===== src/rtl/vram_arb_pkg.sv =====
// Shared types and default sizes for the VRAM display/host arbiter.
package vram_arb_pkg;

  localparam int DEF_ADDR_W   = 13;
  localparam int DEF_DATA_W   = 8;
  localparam int DEF_MAX_WAIT = 15;

  // IDLE: no host access, PEND: host request latched and waiting for the port,
  // RDWAIT: host read issued last cycle, RAM data arrives this cycle.
  typedef enum logic [1:0] {
    ST_IDLE   = 2'd0,
    ST_PEND   = 2'd1,
    ST_RDWAIT = 2'd2
  } arb_state_e;

  // Width of the host wait counter; never narrower than one bit.
  function automatic int wait_cnt_width(input int max_wait);
    return (max_wait < 1) ? 1 : $clog2(max_wait + 1);
  endfunction

endpackage


===== src/rtl/vram_arbiter.sv =====
// Single-port VRAM arbiter: the display readout owns the port by default and
// a host access steals it when the display is quiet or has starved the host
// for MAX_WAIT cycles.
module vram_arbiter
  import vram_arb_pkg::*;
#(
  parameter int ADDR_W   = DEF_ADDR_W,
  parameter int DATA_W   = DEF_DATA_W,
  parameter int MAX_WAIT = DEF_MAX_WAIT
) (
  input  logic              clk,
  input  logic              nrst,
  // display readout port
  input  logic              dispReq,
  input  logic [ADDR_W-1:0] dispAddr,
  output logic [DATA_W-1:0] dispRdData,
  output logic              dispRdValid,
  // host access port
  input  logic              hostReq,
  input  logic              hostWe,
  input  logic [ADDR_W-1:0] hostAddr,
  input  logic [DATA_W-1:0] hostWrData,
  output logic              hostBusy,
  output logic              hostDone,
  output logic [DATA_W-1:0] hostRdData,
  output logic              hostStarved,
  // VRAM port
  output logic [ADDR_W-1:0] ramAddr,
  output logic              ramWe,
  output logic [DATA_W-1:0] ramWrData,
  input  logic [DATA_W-1:0] ramRdData
);

  localparam int              CNT_W   = wait_cnt_width(MAX_WAIT);
  localparam logic [CNT_W-1:0] CNT_MAX = CNT_W'(MAX_WAIT);

  arb_state_e        state_q,   state_d;
  logic [CNT_W-1:0]  cnt_q,     cnt_d;
  logic              we_q,      we_d;
  logic [ADDR_W-1:0] addr_q,    addr_d;
  logic [DATA_W-1:0] wdata_q,   wdata_d;
  logic              done_q,    done_d;
  logic              valid_q,   valid_d;
  logic [DATA_W-1:0] rdata_q,   rdata_d;
  logic              starved_q, starved_d;

  logic wait_full;
  logic host_grant;

  // The counter saturating at MAX_WAIT is what forces the host through.
  assign wait_full  = (cnt_q == CNT_MAX);
  assign host_grant = (state_q == ST_PEND) && (!dispReq || wait_full);

  // Next-state logic and the combinational VRAM port mux.
  always_comb begin
    state_d   = state_q;
    cnt_d     = cnt_q;
    we_d      = we_q;
    addr_d    = addr_q;
    wdata_d   = wdata_q;
    done_d    = 1'b0;
    rdata_d   = rdata_q;
    starved_d = starved_q;
    ramAddr   = dispAddr;
    ramWe     = 1'b0;
    ramWrData = wdata_q;

    // The display only gets data back when it actually owned the port.
    valid_d = dispReq && !host_grant;

    case (state_q)
      ST_IDLE: begin
        if (hostReq) begin
          we_d    = hostWe;
          addr_d  = hostAddr;
          wdata_d = hostWrData;
          cnt_d   = '0;
          state_d = ST_PEND;
        end
      end

      ST_PEND: begin
        if (host_grant) begin
          ramAddr = addr_q;
          ramWe   = we_q;
          // Granting while the display still wants the port means it was starved.
          if (dispReq) begin
            starved_d = 1'b1;
          end
          if (we_q) begin
            done_d  = 1'b1;
            state_d = ST_IDLE;
          end else begin
            state_d = ST_RDWAIT;
          end
        end else if (!wait_full) begin
          cnt_d = cnt_q + CNT_W'(1);
        end
      end

      ST_RDWAIT: begin
        // RAM data for the host address issued last cycle is present now.
        rdata_d = ramRdData;
        done_d  = 1'b1;
        state_d = ST_IDLE;
      end

      default: begin
        state_d = ST_IDLE;
      end
    endcase
  end

  // State register and all held/registered outputs.
  always_ff @(posedge clk or negedge nrst) begin
    if (!nrst) begin
      state_q   <= ST_IDLE;
      cnt_q     <= '0;
      we_q      <= 1'b0;
      addr_q    <= '0;
      wdata_q   <= '0;
      done_q    <= 1'b0;
      valid_q   <= 1'b0;
      rdata_q   <= '0;
      starved_q <= 1'b0;
    end else begin
      state_q   <= state_d;
      cnt_q     <= cnt_d;
      we_q      <= we_d;
      addr_q    <= addr_d;
      wdata_q   <= wdata_d;
      done_q    <= done_d;
      valid_q   <= valid_d;
      rdata_q   <= rdata_d;
      starved_q <= starved_d;
    end
  end

  assign dispRdData  = ramRdData;
  assign dispRdValid = valid_q;
  assign hostBusy    = (state_q != ST_IDLE);
  assign hostDone    = done_q;
  assign hostRdData  = rdata_q;
  assign hostStarved = starved_q;

endmodule


===== config.mk =====
export PLATFORM = sky130hd
export DESIGN_NAME = vram_arbiter
export DESIGN_NICKNAME = d
export VERILOG_FILES = /design/src/rtl/vram_arb_pkg.sv /design/src/rtl/vram_arbiter.sv
export SDC_FILE = /design/constraint.sdc
export NUM_CORES = 1
export LEC_CHECK = 0
export ABC_AREA = 1
export BUFFER_PORTS_ARGS = -buffer_cell sky130_fd_sc_hd__buf_2
export CAP_MARGIN = 20
export CORE_MARGIN = 3
export CORE_UTILIZATION = 46
export DETAILED_ROUTE_END_ITERATION = 6
export PLACE_DENSITY = 0.79
export SYNTH_ARGS = -nofsm -noshare
export SYNTH_HDL_FRONTEND = slang
export SYNTH_SLANG_ARGS = --single-unit

===== constraint.sdc =====
create_clock -name clk -period 4 [get_ports clk]
set_input_delay 1 -clock clk [delete_from_list [all_inputs] [get_ports clk]]
set_output_delay 1 -clock clk [all_outputs]
set_load 0.005 [all_outputs]

==> results.ini <==
[floorplan]
die_height_um = 70.2
die_x_um = 70.2
dieArea_sq_um = 4920
start_util_pct = 49.8
core_sq_um = 3800
rows = 22
ioPinCount = 89

[route]
routedWlPerCell_um = 11.8
vias = 1552
drt_first_iter_violations = 60
first_pass_iters = 4
final_antenna_net_count = 0
routed_wl_um = 3940
drc = 0
routed_via_density = 4.66

[finish]
stdcell_area_sq_um = 2380
final_common_cell = buf_2
final_cell_mix = buf_2, nand2_1, dfrtp_1
nets = 336
diodes = 0
syn_to_final_growth_pct = 25.6
drive_gt1_share_pct = 40.7

[global_route]
grt_max_degree = 40
grt_pass1_vias = 1657
globalRouteTotalUtil_pct = 16.9
overflow = 0
antenna_found_initial = 0
grt_pass1_wl_um = 6770

[clocking]
clock_path_buffers = 2
clockRootBuffer = clkbuf_8
numCtsBuffers = 5
htreeDepth = 2
clkLatencyLatePin_ns = 0.28
hold_buffers = 0
clk_pin_slew_worst_paths_ns = 0.07
cts_tree = done
cts.sinks = 39
cts_resized = 0
cts_setup_buffers = 0

[synth]
avgSynthCellArea_sq_um = 9.37
syn-cell-area_sq_um = 1890
synthSimpleGateAreaFrac_pct = 22.6
synth_fa_ha_area_share_pct = 3.30
ys_types = 20
ys.warnings.count = 0
synth-seq-cells = 39
synth_compound_area_share_pct = 1.65
synth_fp_nets = 254
synth.mux.area_fraction_pct = 13.1
seq_area_frac_synth_pct = 51.6
synth_xor_area_share_pct = 0.463
synth_top_family_by_area = simple AND/OR/NAND/NOR gates
synthCells = 202

[setup_path]
cp_slowest_stage_delay_ns = 0.41
crit_slowest_cell = dfrtp_1
cp_common_cell = nand2_1
path_max_fanout = 15
cp-start-kind = flip-flop
worstRegToRegCells = 4
required_ns = 3.00
worst-path-buf-inv = 3
reg2reg_from = state_q[1]
cp.arrival_ns = 1.88
rr_endpoint = addr_q[0]
worstSetupEndpointType = primary output
regToRegSetupSlack_ns = 2.04
path_class = flip-flop to primary output
crit_path_cell_trace = inv_1, ha_1, inv_2, a21oi_4, nand2_1, nand2_1, buf_2
path_delay_family = flip-flops

[power]
p_total_uw = 1590
p_leak_uw = 0.00133
power_density_nw_per_um2 = 667
peakVddDrop_mv = 0.368

[timing]
period_share_pct = 72.1
rsz0062_at_grt = false
final_hold_viol_count = 0
slew_violations = 0
fin_setup_tns_ns = 0
skew_ns = 0.00394
slew_headroom_pct = 36.7
timing.fmax_ghz = 0.347
fin_crit_ns = 2.88
worst_slew_pin_slew_ns = 0.947
final.setup.worst_slack_ns = 1.12
setup_viol = 0

[placed_design]
hpwlAfterDp_um = 3020
placed_area_sq_um = 2300
dp_slack_ns = 1.19
portBuffers = 88
gp_congestion = 0.792

[hold_path]
min_from = hostRdData[1]
hold_path.class = flip-flop to flip-flop
min_to = hostRdData[1]
whs_path_depth = 2

[flow_run]
drv_cap = 0

[run_status]
outcome = finished clean

## worst min-delay path: stages, from the launching register on
cell     delay (ns)
dfrtp_1        0.34
nand2_1        0.05
nand2_1        0.04
## state kept, by name, indices dropped and copies added (netlist names)
name and count:
addr_q 13, hostRdData 8, ramWrData 8, cnt_q 4, state_q 2, dispRdValid 1, hostDone 1, hostStarved 1
we_q 1
## cell families after synthesis
logic type / Yosys count
simple gates: 108
fa+ha+maj: 5
buf+inv: 24
mux: 22
compound gates: 3
xor+xnor: 1
flops: 39
## final cells by class
class | count | area (sq um)
multi-input cells | 139 | 778
inverters | 11 | 41.3
well taps | 48 | 60.1
fillers | 321 | 1420
clock buffers | 7 | 76.3
repair buffers | 88 | 440
clock inverters | 1 | 5.00
flip-flops and latches | 39 | 976
## worst max path at each step
stage	start	endpoint	slack, ns	cells past startpoint
finish	state_q[1]	ramAddr[0]	1.12	7
CTS	state_q[1]	ramAddr[0]	1.09	7
floorplan	dispReq	ramAddr[10]	1.57	4
global route	state_q[1]	ramAddr[0]	0.92	7
global placement	dispReq	ramAddr[0]	1.20	5
detailed placement	dispReq	ramAddr[0]	1.19	5
## power by group
group	internal [uW]	switching [uW]	total, uW	leakage (uW)
clock	122	126	248	0.0000422
combinational	323	351	674	0.000819
sequential	573	91.1	664	0.000473
## metrics by stage
stage	hold slack, ns	utilization (%)	cells
global placement	0.453	60.4	325
detailed placement	0.456	60.4	325
floorplan	0.465	-	202
global route	0.498	62.6	333
finish	0.469	62.6	333
CTS	0.475	62.6	333
## Yosys cell counts (all sizes together)
library cell,count,area (sq um)
nand2,89,342
dfrtp,39,976
mux2,22,248
buf,13,97.6
nor2,12,45.0
inv,9,33.8
nand3,6,35.0
ha,5,62.6
clkinv,2,7.51
a21boi,1,7.51
a21oi,1,16.3
nand4,1,6.26
o21bai,1,7.51
xnor2,1,8.76
## per-layer routing
layer | global-route usage [%] | vias to the layer above | wire length (um)
met3 | 6.47 | 7 | 323
met5 | 0 | - | 0
met1 | 19.8 | 699 | 1730
met4 | 6.17 | 0 | 52
met2 | 28.0 | 62 | 1840
li1 | - | 784 | -
No activity file was read; power rests on OpenSTA's default activity.
